**src/rtl/fetch_stage.sv**
```systemverilog
// Purpose: instruction fetch FSM and IF/ID pipeline register feeding decode/control.
// Latency: one instruction per (imem latency + 1) cycles; IF/ID updates one edge after rvalid.
// Backpressure: stall_if freezes IF/ID; a word that returns during a stall waits in a one-entry skid buffer.
//
// Ports:
//   clk, rst_n                 clock, asynchronous active-low reset
//   pc_sel, br_target,
//   jalr_target                next-PC select (0/3 = pc+4, 1 = branch, 2 = jalr) and targets
//   stall_if, flush_if         hold / squash the IF/ID register
//   imem_req, imem_addr        single-outstanding read request, address is the current pc
//   imem_rvalid, imem_rdata    read response
//   instr_decode, pc_decode,
//   valid_decode               IF/ID register contents
module fetch_stage #(
    parameter logic [31:0] RESET_PC     = 32'h0000_0000,
    parameter logic [31:0] NOP_INSTR    = 32'h0000_0013,
    parameter int          PC_SEL_WIDTH = 2
) (
    input  logic                    clk,
    input  logic                    rst_n,
    input  logic [PC_SEL_WIDTH-1:0] pc_sel,
    input  logic [31:0]             br_target,
    input  logic [31:0]             jalr_target,
    input  logic                    stall_if,
    input  logic                    flush_if,
    output logic                    imem_req,
    output logic [31:0]             imem_addr,
    input  logic                    imem_rvalid,
    input  logic [31:0]             imem_rdata,
    output logic [31:0]             instr_decode,
    output logic [31:0]             pc_decode,
    output logic                    valid_decode
);

    localparam logic [1:0] S_REQ  = 2'd0;  // ready to issue a read at pc
    localparam logic [1:0] S_WAIT = 2'd1;  // one read outstanding, data wanted
    localparam logic [1:0] S_HOLD = 2'd2;  // data captured in skid buffer during a stall
    localparam logic [1:0] S_DROP = 2'd3;  // one read outstanding, data to be discarded

    logic [1:0]  state, state_nxt;
    logic [31:0] pc, pc_nxt, pc_plus4, target;
    logic        redirect;
    logic [31:0] skid_instr, skid_pc;
    logic        skid_load;
    logic        deliver;
    logic [31:0] dlv_instr, dlv_pc;

    assign redirect = (pc_sel == PC_SEL_WIDTH'(1)) || (pc_sel == PC_SEL_WIDTH'(2));
    // Masking rather than slicing keeps every jalr_target bit in use.
    assign target   = (pc_sel == PC_SEL_WIDTH'(1)) ? br_target : (jalr_target & ~32'h1);
    assign pc_plus4 = pc + 32'd4;

    // A redirect suppresses the request so the stale pc is never fetched.
    // rst_n gates the request so nothing is issued while reset is held.
    assign imem_req  = rst_n && (state == S_REQ) && !redirect;
    assign imem_addr = pc;

    always_comb begin
        state_nxt = state;
        pc_nxt    = pc;
        skid_load = 1'b0;
        deliver   = 1'b0;
        dlv_instr = skid_instr;
        dlv_pc    = skid_pc;
        case (state)
            S_REQ: begin
                if (redirect) begin
                    pc_nxt = target;
                end else begin
                    state_nxt = S_WAIT;
                end
            end
            S_WAIT: begin
                if (imem_rvalid) begin
                    state_nxt = S_REQ;
                    if (redirect) begin
                        pc_nxt = target;
                    end else if (stall_if) begin
                        skid_load = 1'b1;
                        state_nxt = S_HOLD;
                    end else begin
                        deliver   = 1'b1;
                        dlv_instr = imem_rdata;
                        dlv_pc    = pc;
                        pc_nxt    = pc_plus4;
                    end
                end else if (redirect) begin
                    // The in-flight response belongs to the old path.
                    pc_nxt    = target;
                    state_nxt = S_DROP;
                end
            end
            S_HOLD: begin
                if (redirect) begin
                    pc_nxt    = target;
                    state_nxt = S_REQ;
                end else if (!stall_if) begin
                    deliver   = 1'b1;
                    pc_nxt    = pc_plus4;
                    state_nxt = S_REQ;
                end
            end
            S_DROP: begin
                if (redirect) begin
                    pc_nxt = target;
                end
                if (imem_rvalid) begin
                    state_nxt = S_REQ;
                end
            end
            default: state_nxt = S_REQ;
        endcase
    end

    always_ff @(posedge clk or negedge rst_n) begin
        if (!rst_n) begin
            state <= S_REQ;
            pc    <= RESET_PC;
        end else begin
            state <= state_nxt;
            pc    <= pc_nxt;
        end
    end

    // Skid buffer occupancy is implied by S_HOLD.
    always_ff @(posedge clk or negedge rst_n) begin
        if (!rst_n) begin
            skid_instr <= NOP_INSTR;
            skid_pc    <= RESET_PC;
        end else if (skid_load) begin
            skid_instr <= imem_rdata;
            skid_pc    <= pc;
        end
    end

    // IF/ID: flush > stall > new instruction > bubble. pc_decode is kept on flush/bubble.
    always_ff @(posedge clk or negedge rst_n) begin
        if (!rst_n) begin
            instr_decode <= NOP_INSTR;
            pc_decode    <= RESET_PC;
            valid_decode <= 1'b0;
        end else if (flush_if) begin
            instr_decode <= NOP_INSTR;
            valid_decode <= 1'b0;
        end else if (stall_if) begin
            instr_decode <= instr_decode;
        end else if (deliver) begin
            instr_decode <= dlv_instr;
            pc_decode    <= dlv_pc;
            valid_decode <= 1'b1;
        end else begin
            instr_decode <= NOP_INSTR;
            valid_decode <= 1'b0;
        end
    end

endmodule

```
**config.mk**
```make
export PLATFORM = sky130hd
export DESIGN_NAME = fetch_stage
export DESIGN_NICKNAME = d
export VERILOG_FILES = /design/src/rtl/fetch_stage.sv
export SDC_FILE = /design/constraint.sdc
export NUM_CORES = 1
export LEC_CHECK = 0
export CORE_MARGIN = 1
export CORE_UTILIZATION = 50
export CTS_CLUSTER_DIAMETER = 120
export DETAILED_ROUTE_END_ITERATION = 10
export PLACE_DENSITY_LB_ADDON = 0.3
export SETUP_SLACK_MARGIN = 0.4
export SYNTH_ARGS = -nofsm -noshare
export SYNTH_HDL_FRONTEND = slang
export SYNTH_SLANG_ARGS = --single-unit
```
**constraint.sdc**
```tcl
create_clock -name clk -period 2.7 [get_ports clk]
set_clock_uncertainty 0.2 [all_clocks]
set_input_delay 0.54 -clock clk [delete_from_list [all_inputs] [get_ports clk]]
set_output_delay 0.54 -clock clk [all_outputs]
set_load 0.005 [all_outputs]
```
-- Word-level counts from Yosys, hierarchy flattened
Index checks and enable logic that the tools add are counted.
- flip-flop bits (word level): 163
- bits of input ports: 103
- word-level logic and storage cells: 63
- $add $sub $neg: 1
- equality and inequality tests: 10
- muxes and demuxes: 35
- bitwise gates (word level): 2
- reduce and logical (&&, ||, !) cells: 8
- operators by type and width (kind ; count):
    32-bit 2-to-1 mux ; 14
    32-bit case mux with 3 select lines ; 1
    32-bit by 3-bit adder with 32-bit output, second input constant ; 1
    2-bit 2-to-1 mux ; 8
    1-bit 2-to-1 mux ; 10
    2-bit case mux with 4 select lines ; 1
    2-bit == test, second input constant ; 3
    3-bit != test, second input constant ; 2
    2-bit by 1-bit == test with 1-bit output, second input constant ; 2
    2-bit != test, second input constant ; 2
    4-bit AND reduction ; 1
    3-bit AND reduction ; 1
    1-bit logical AND ; 2
    2-bit logical NOT ; 1
    2-bit by 1-bit != test with 1-bit output, second input constant ; 1
    1-bit inverter ; 2
    1-bit case mux with 2 select lines ; 1
    2-bit OR reduction ; 1
    1-bit logical NOT ; 1
    1-bit logical OR ; 1

-- Logic depth before layout (Yosys ltp)
Gate-level depths: netlist of the first run.
- depth in word-level cells: 8
- depth in mapped cells: 9
- depth with buffers taken out: 6

-- Worst setup path after synthesis of the first run
Ideal clock, no wire load.
- kind: input port to output port
- start: input port pc_sel[1]
- end: output port imem_req
- data arrival time: 1.884 ns
- data required time: 1.960 ns
- slack: 0.076 ns
- stages: 6
- path buffers: 3
- cell sequence: inv_1 ha_1 clkbuf_1 clkbuf_1 clkbuf_1 and3_1
- cells in the longest elaborated chain, start to end: 4
- elaborated cells between the ends (all ways): 5
- those cells by class: eq/ne: 2; reduce/logical: 3
- ends and longest elaborated chain (what ; RTL line ; source):
    start: declaration ; 21 ; input logic [PC_SEL_WIDTH-1:0] pc_sel,
    2-bit by 1-bit == test with 1-bit output / 2-bit == test (equally long branches) ; 48 ; assign redirect = (pc_sel == PC_SEL_WIDTH'(1)) || (pc_sel == PC_SEL_WIDTH'(2));
    1-bit logical OR (*) ; 48 ;
    1-bit logical NOT (*) ; 55 ; assign imem_req = rst_n && (state == S_REQ) && !redirect;
    1-bit logical AND (*) ; 55 ;
    end: declaration ; 26 ; output logic imem_req,
Every way passes the cells marked *; elsewhere a longest branch is shown, timed or not.

-- Final worst setup path of the first run
- start: register state[0]
- end: register instr_decode[0]
- cells in the longest elaborated chain, start to end: 5
- elaborated cells between the ends (all ways): 7
- those cells by class: eq/ne: 2; mux: 5
- ends and longest elaborated chain (what ; RTL line ; source):
    start: declaration ; 40 ; logic [1:0] state, state_nxt;
    start signal: assignment ; 120 ; state <= state_nxt;
    2-bit == test / 2-bit by 1-bit == test with 1-bit output (equally long branches) ; 65 ; case (state)
    1-bit case mux with 2 select lines / 32-bit 2-to-1 mux (equally long branches) ; 65 ;
    32-bit 2-to-1 mux (*) ; 147 ; end else if (deliver) begin
    32-bit 2-to-1 mux (*) ; 145 ; end else if (stall_if) begin
    32-bit 2-to-1 mux (*) ; 142 ; end else if (flush_if) begin
    end signal: assignment ; 146 ; instr_decode <= instr_decode;
    end signal: assignment ; 148 ; instr_decode <= dlv_instr;
    end: declaration ; 30 ; output logic [31:0] instr_decode,
Every way passes the cells marked *; elsewhere a longest branch is shown, timed or not. The select of a mux whose other input is x is not followed.
A chain may end at the register's enable or synchronous reset.

==> load_flow_metrics.sql, run 1 <==
INSERT INTO impl_metrics (metric_group, metric, value, unit) VALUES
('synthesis', 'mappedNetlistNets', '866', ''),
('synthesis', 'synthMostInstantiatedCell', 'dfrtp_1', ''),
('synthesis', 'synth_common_cells', '157 x dfrtp_1, 85 x mux2_2, 82 x o21ai_0', ''),
('layout', 'nNetsFinal', '1111', ''),
('hold_path', 'min_delay_worst_endpoint', 'valid_decode', ''),
('synthesis', 'number_of_library_cell_types_mapped_by_synthesis', '60', ''),
('global_route', 'antenna_found_initial', '1', ''),
('sta', 'setup_viol', '0', ''),
('sta', 'maxClockFrequency', '0.440', 'GHz'),
('synthesis', 'netlist_top_cells_area', 'dfrtp_1 48%, mux2_2 12%, mux2i_1 9.2%', ''),
('clock_network', 'tritoncts_clock_tree', 'yes', ''),
('synthesis', 'ys_ff_latch', '163', ''),
('clock_network', 'cts_root_buffer', 'clkbuf_16', ''),
('pwr', 'pwr-share-seq', '38.4', '%'),
('placement', 'post-dp-hpwl', '15.9', 'mm'),
('global_route', 'via_count_of_the_first_global_routing_pass', '6925', ''),
('synthesis', 'synth.yosys.warnings', '0', ''),
('synthesis', 'syn_area_per_cell', '10.8', 'µm²'),
('route', 'ant_nets', '0', ''),
('die', 'coreArea', '15900', 'µm²'),
('pwr', 'cell_internal_pwr', '0.00704', 'W'),
('layout', 'layout.filler_cells', '1169', ''),
('global_route', 'maximum_number_of_pins_on_one_net_before_global_route_repair', '58', ''),
('layout', 'final_area', '11800', 'µm²'),
('placement', 'routabilityCongestion', '0.923', ''),
('worst_setup_path', 'timing.critical_path.fanout_max', '24', ''),
('worst_setup_path', 'critical_path.reg2reg.startpoint', 'state[0]', ''),
('clock_network', 'clkSlewWorstSetupHoldPaths', '0.07', 'ns'),
('route', 'detailroute.via_count', '7148', ''),
('layout', 'core_utilization_of_the_finished_layout', '74.0', '%'),
('sta', 'hold-worst-slack', '0.275', 'ns'),
('sta', 'report.final.slew_viol_count', '0', ''),
('layout', 'areaGrowthSynthToFinish', '44.6', '%'),
('worst_setup_path', 'regToRegEndpoint', 'instr_decode[0]', ''),
('worst_setup_path', 'worst_setup_path_end_kind', 'flip-flop', ''),
('synthesis', 'synth_top_area_cell', 'dfrtp_1', ''),
('die', 'std_cell_rows', '46', ''),
('worst_setup_path', 'worst_ep_required_time', '2.86', 'ns'),
('outcome', 'outcome', 'finished, final reports clean', ''),
('route', 'first_pass_iters', '6', ''),
('die', 'dieArea', '16800', 'µm²'),
('clock_network', 'worst_skew_pair.late_latency', '0.42', 'ns'),
('worst_setup_path', 'startpoint_type', 'flip-flop', ''),
('pwr', 'power.clock.fraction', '21.5', '%'),
('hold_path', 'hold_depth', '2', ''),
('global_route', 'gr-total-overflow', '0', ''),
('sta', 'min_period', '2.27', 'ns'),
('pwr', 'power.combinational.fraction', '40.1', '%'),
('synthesis', 'synthAdderAreaFrac', '1.08', '%'),
('sta', 'rsz_0062_raised_after_global_routing', 'yes', ''),
('layout', 'num_antenna_cells', '0', ''),
('route', 'drt_iter0_drc', '750', ''),
('pwr', 'worst_ir_drop_vdd', '0.545', 'mV'),
('synthesis', 'dominantRegCellSynth', 'dfrtp_1', ''),
('global_route', 'grt_util_all_layers', '28.4', '%'),
('global_route', 'global_route_wire_length_before_repair', '36.3', 'mm'),
('pwr', 'power.density_cell_area', '917', 'nW/µm²'),
('worst_setup_path', 'ordered_list_of_cells_on_the_worst_path', 'inv_2 -> ha_4 -> nand2b_1 -> or4_4 -> clkbuf_16 -> o22a_1', ''),
('sta', 'worst_slew_margin_rel', '61.9', '%'),
('synthesis', 'mappedNetlistArea', '8130', 'µm²'),
('route', 'postRouteWirelength', '24.6', 'mm'),
('route', 'remaining_drc_errors', '0', ''),
('worst_setup_path', 'crit_path_max_incr_delay', '0.70', 'ns'),
('synthesis', 'synth_enable_flop_cells', '0', ''),
('worst_setup_path', 'arrival', '2.43', 'ns'),
('die', 'fp.dieW', '130', 'µm'),
('layout', 'combined_area_of_the_multi_input_logic_cells', '3870', 'µm²'),
('clock_network', 'cts_num_sinks', '163', ''),
('pwr', 'p_switching', '0.00374', 'W'),
('worst_setup_path', 'criticalPathCategory', 'reg2reg', ''),
('route', 'detail_route.vias_per_cell', '5.81', '');
layout make-up:
type | count | area share, %
clock inverter | 14 | 1.10
timing repair buffer | 283 | 24.8
inverter | 11 | 0.351
tap | 216 | 2.30
sequential | 163 | 34.9
multi-input combinational | 525 | 32.9
clock buffer | 18 | 3.65
critical path, delay by kind of cell, from the launching register on:
family | cells | cell delay [ns]
AND/OR/NAND/NOR | 2 | 0.76
adder cells (fa/ha/maj) | 1 | 0.31
buffers and inverters | 2 | 0.34
AO/OA/AOI/OAI | 1 | 0.19
flip-flops | 1 | 0.40
cells in the final DEF (no fill, tap or decap), types with 4 or more instances in the layout:
cell / n
inv_6: 4
nand4_1: 11
o21ai_1: 6
o32ai_1: 4
inv_1: 7
a21oi_1: 21
nand3_1: 15
nor2_1: 21
clkinvlp_4: 5
nor4_1: 9
mux2i_1: 74
buf_12: 12
buf_6: 4
a211oi_1: 10
inv_2: 4
clkdlybuf4s50_1: 192
dfstp_2: 6
and3_1: 6
nor2b_1: 4
dfrtp_2: 11
dfrtp_1: 146
mux2_2: 84
or4_1: 5
nor3_1: 13
a31oi_1: 6
nand2b_1: 7
buf_4: 61
nand2_1: 81
clkbuf_16: 22
o21ai_0: 80
routing by layer:
layer | track usage (%) | part of all wire, % | vias to the layer above
met5 | 0 | 0 | -
met4 | 10.4 | 1.8 | 0
met3 | 6.23 | 7.9 | 57
met2 | 46.0 | 48 | 354
met1 | 37.7 | 43 | 3482
li1 | - | - | 3255
flip-flops by register name (all words and copies together) (netlist names):
name / flops
pc_decode: 32
imem_addr: 32
state: 2
skid_pc: 32
instr_decode: 32
skid_instr: 32
valid_decode: 1
cells by family (layout without fill, tap and decap cells):
family	Yosys count	in the layout
buffers and inverters	68	326
adders and majority gates	7	7
xor gates and xnor gates	2	2
DFF	163	163
AOI/OAI and AO/OA	156	156
muxes	160	160
and+or+nand+nor	200	200
metrics by stage:
| step | total power, W | cells | setup WS, ns |
|---|---|---|---|
| global route | 0.0113 | 1230 | 0.374 |
| floorplan | 0.00603 | 756 | 0.387 |
| CTS | 0.0105 | 1211 | 0.350 |
| global placement | 0.00795 | 1177 | -0.158 |
| finish | 0.0108 | 1230 | 0.426 |
| detailed placement | 0.00812 | 1177 | -0.227 |
power groups by stage:
stage               logic, W  registers (W)  clock network (W)
floorplan            0.00209        0.00394                  0
global placement     0.00387        0.00407                  0
detailed placement   0.00398        0.00414                  0
CTS                  0.00403        0.00411            0.00235
global route         0.00465        0.00424            0.00245
finish               0.00432        0.00414            0.00232
timing repair:
action	CTS	global route
hold buffers	1	0
pin swaps	1	3
cloned	1	7
gates resized for setup	17	23
setup endpoints to repair	141	150
endpoints found under the hold margin	56	0
buffers inserted	0	12
worst max-delay path by stage:
stage	startpoint	endpoint	slack, ns	depth (start not counted)
detailed placement	pc_sel[1]	pc_decode[19]	-0.23	8
global route	state[0]	instr_decode[3]	0.37	6
CTS	state[1]	imem_addr[27]	0.35	7
floorplan	pc_sel[1]	pc_decode[16]	0.39	9
global placement	pc_sel[1]	pc_decode[2]	-0.16	8
finish	state[0]	instr_decode[0]	0.43	6
(Power assumes the default switching activity.)
==> run 2, diff against run 1 <==
- CORE_UTILIZATION: 50 -> 45
- clock period: 2.7 -> 2.05 ns (I/O delays scaled with it)
==> run 2 against run 1 <==
The run now ends with negative hold slack, negative setup slack left. Sequential power rose by 29%. Final cell count is 17% higher. Sequential cell count is the same. Clock power rose by 45%. Final area rose by 25%. Worst setup slack got worse by 0.97 ns. Global-route usage grew 6.4 points. Via count grew 29%. First-iteration DRC count up 66%. Sequential share of layout area shrank 6.9 points. Critical path type unchanged. Highest routed layer unchanged.
==> load_flow_metrics.sql, run 2 (synthesized netlist as in run 1, its figures left out) <==
INSERT INTO impl_metrics (metric_group, metric, value, unit) VALUES
('outcome', 'outcome', 'finished, violations left', ''),
('outcome', 'failing_checks', 'negative hold slack, negative setup slack', ''),
('route', 'routed_wire_length_per_instance', '26.6', 'µm'),
('sta', 'timing_hold_violations_final', '85', ''),
('clock_network', 'cts_root_buffer', 'clkbuf_16', ''),
('placement', 'post-dp-hpwl', '16.4', 'mm'),
('global_route', 'use_met2', '55.9', '%'),
('pwr', 'p_switching', '0.00747', 'W'),
('job', 'drv.max_cap_violation_count', '0', ''),
('sta', 'report.final.slew_viol_count', '0', ''),
('sta', 'worst_slack', '-0.543', 'ns'),
('die', 'floorplan.die.height', '136', 'µm'),
('sta', 'maxClockFrequency', '0.386', 'GHz'),
('layout', 'nNetsFinal', '1308', ''),
('clock_network', 'worst_skew_pair.late_latency', '0.45', 'ns'),
('sta', 'hold-worst-slack', '-0.169', 'ns'),
('placement', 'port_buffers', '199', ''),
('route', 'drt_iter0_drc', '1244', ''),
('layout', 'commonest_non_fill_non_tap_cells_in_the_layout', '162 x buf_4, 147 x dfrtp_1, 102 x buf_6, 96 x clkdlybuf4s50_1, 72 x mux2i_1', ''),
('global_route', 'maximum_number_of_pins_on_one_net_before_global_route_repair', '93', ''),
('pwr', 'worst_ir_drop_vdd', '0.869', 'mV'),
('route', 'ant_nets', '0', ''),
('pwr', 'static-leakage-power', '7.01', 'nW'),
('global_route', 'antenna_found_initial', '1', ''),
('clock_network', 'tritoncts.num_buffers', '17', ''),
('worst_setup_path', 'timing.critical_path.fanout_max', '5', ''),
('worst_setup_path', 'worst_r2r_path_depth', '8', ''),
('route', 'first_pass_iters', '6', ''),
('clock_network', 'clkSlewWorstSetupHoldPaths', '0.08', 'ns'),
('global_route', 'groute.layer.met1.usage', '43.6', '%'),
('worst_setup_path', 'crit_start', 'state[0]', ''),
('hold_path', 'hp-class', 'in2async', ''),
('pwr', 'power.combinational.fraction', '55.4', '%'),
('sta', 'timing_worst_slew_pin_value', '0.756', 'ns'),
('sta', 'worst_slew_margin_rel', '48.8', '%'),
('placement', 'placed_cells_incl_taps', '1226', ''),
('worst_setup_path', 'regToRegEndpoint', 'imem_addr[18]', ''),
('die', 'coreArea', '17500', 'µm²'),
('die', 'start_util', '46.5', '%'),
('placement', 'routabilityCongestion', '0.892', ''),
('pwr', 'pwr-share-seq', '27.4', '%'),
('pwr', 'p_sw_share', '38.3', '%'),
('global_route', 'via_count_of_the_first_global_routing_pass', '8859', ''),
('sta', 'rsz_0062_raised_after_global_routing', 'yes', ''),
('worst_setup_path', 'startpoint_type', 'flip-flop', ''),
('worst_setup_path', 'regToRegSetupSlack', '-0.54', 'ns'),
('clock_network', 'cts_num_sinks', '163', ''),
('clock_network', 'tritoncts_clock_tree', 'yes', ''),
('global_route', 'global_route.usage.met3', '7.68', '%'),
('global_route', 'grt_util_all_layers', '34.9', '%'),
('die', 'dieArea', '18600', 'µm²'),
('global_route', 'top_usage_layer', 'met2', ''),
('global_route', 'global_route_wire_length_before_repair', '48.7', 'mm'),
('worst_setup_path', 'worst_setup_path_end_kind', 'flip-flop', ''),
('pwr', 'power.clock.fraction', '17.2', '%'),
('layout', 'layout.cells.non_filler', '1437', ''),
('layout', 'areaGrowthSynthToFinish', '80.0', '%'),
('clock_network', 'h-tree-depth', '4', ''),
('global_route', 'gr-total-overflow', '0', ''),
('worst_setup_path', 'arrival', '2.68', 'ns'),
('pwr', 'cell_internal_pwr', '0.0120', 'W'),
('sta', 'setup_viol', '159', ''),
('route', 'postRouteWirelength', '38.2', 'mm'),
('worst_setup_path', 'critical_path.reg2reg.startpoint', 'state[0]', ''),
('layout', 'layout_cells_sized_above_1', '55.2', '%'),
('sta', 'min_period', '2.59', 'ns'),
('clock_network', 'max-clock-path-buffers', '2', ''),
('die', 'std_cell_rows', '48', ''),
('pwr', 'power.density_cell_area', '1330', 'nW/µm²'),
('die', 'fp.dieW', '136', 'µm'),
('worst_setup_path', 'worst_ep_required_time', '2.14', 'ns'),
('layout', 'layout_commonest_cell', 'buf_4', ''),
('layout', 'layout.filler_cells', '810', ''),
('worst_setup_path', 'criticalPathCategory', 'reg2reg', ''),
('route', 'detailroute.via_count', '9245', ''),
('sta', 'final_min_period_over_clock_period', '126', '%'),
('route', 'remaining_drc_errors', '0', ''),
('die', 'pin_count', '201', ''),
('sta', 'setup_tns', '-22.26', 'ns'),
('route', 'detail_route.vias_per_cell', '6.43', '');
-- run 2: final cells by class --
cell class	count	area, µm²	area share, %
multi-input cells	526	4870	33.2
clock buffers	20	437	2.98
repair buffers	479	4750	32.4
clock inverters	12	159	1.09
well taps	225	282	1.92
diodes	1	2.50	0.0171
inverters	11	51.3	0.350
flip-flops and latches	163	4100	28.0
-- run 2: worst max path at each step --
stage                     cells past startpoint               end
after floorplan                               9     pc_decode[10]
after global placement                        7     imem_addr[27]
after detailed placement                      7   instr_decode[2]
after CTS                                     7  instr_decode[26]
after global routing                          8     imem_addr[18]
final                                         8     imem_addr[18]
-- run 2: power groups by stage --
stage / clock [W] / combinational [W] / sequential [W]
final: 0.00336 / 0.0108 / 0.00534
after global routing: 0.00348 / 0.0111 / 0.00543
after CTS: 0.00329 / 0.00845 / 0.00512
after detailed placement: 0 / 0.00613 / 0.00524
after global placement: 0 / 0.00599 / 0.00517
after floorplan: 0 / 0.00299 / 0.00522
-- run 2: layer usage --
metal,share of wire [%],wire length (µm),up-vias
met5,0,0,-
met3,11,4320,291
met1,35,13300,4447
met2,46,17500,846
met4,8.0,3070,0
li1,-,-,3661
-- run 2: metrics by stage --
stage                     hold WS [ns]  power, W  util [%]  instance area (µm²)  setup slack, ns
after global placement           0.261    0.0112      64.2                11200           -0.564
after global routing            -0.116    0.0200      83.8                14600           -0.541
after floorplan                -0.0856   0.00821         -                 8390          -0.0609
final                           -0.169    0.0195      83.8                14600           -0.543
after CTS                       -0.127    0.0169      79.1                13800          -0.0989
after detailed placement         0.269    0.0114      64.2                11200           -0.582
-- run 2: critical path, stage by stage, from the launching register on --
cell,delay (ns)
dfrtp_2,0.44
buf_6,0.14
ha_4,0.19
buf_6,0.14
mux2i_4,0.19
buf_6,0.17
buf_4,0.13
o311ai_1,0.67
o21ai_1,0.16
-- run 2: repair_timing --
| item | 4_1_cts | 5_1_grt |
|---|---|---|
| gates resized for setup | 539 | 208 |
| setup buffers | 115 | 44 |
| pin swaps | 41 | 57 |
| endpoints found under the setup margin | 261 | 233 |
| cloned | 17 | 2 |
| endpoints found under the hold margin | 85 | 85 |
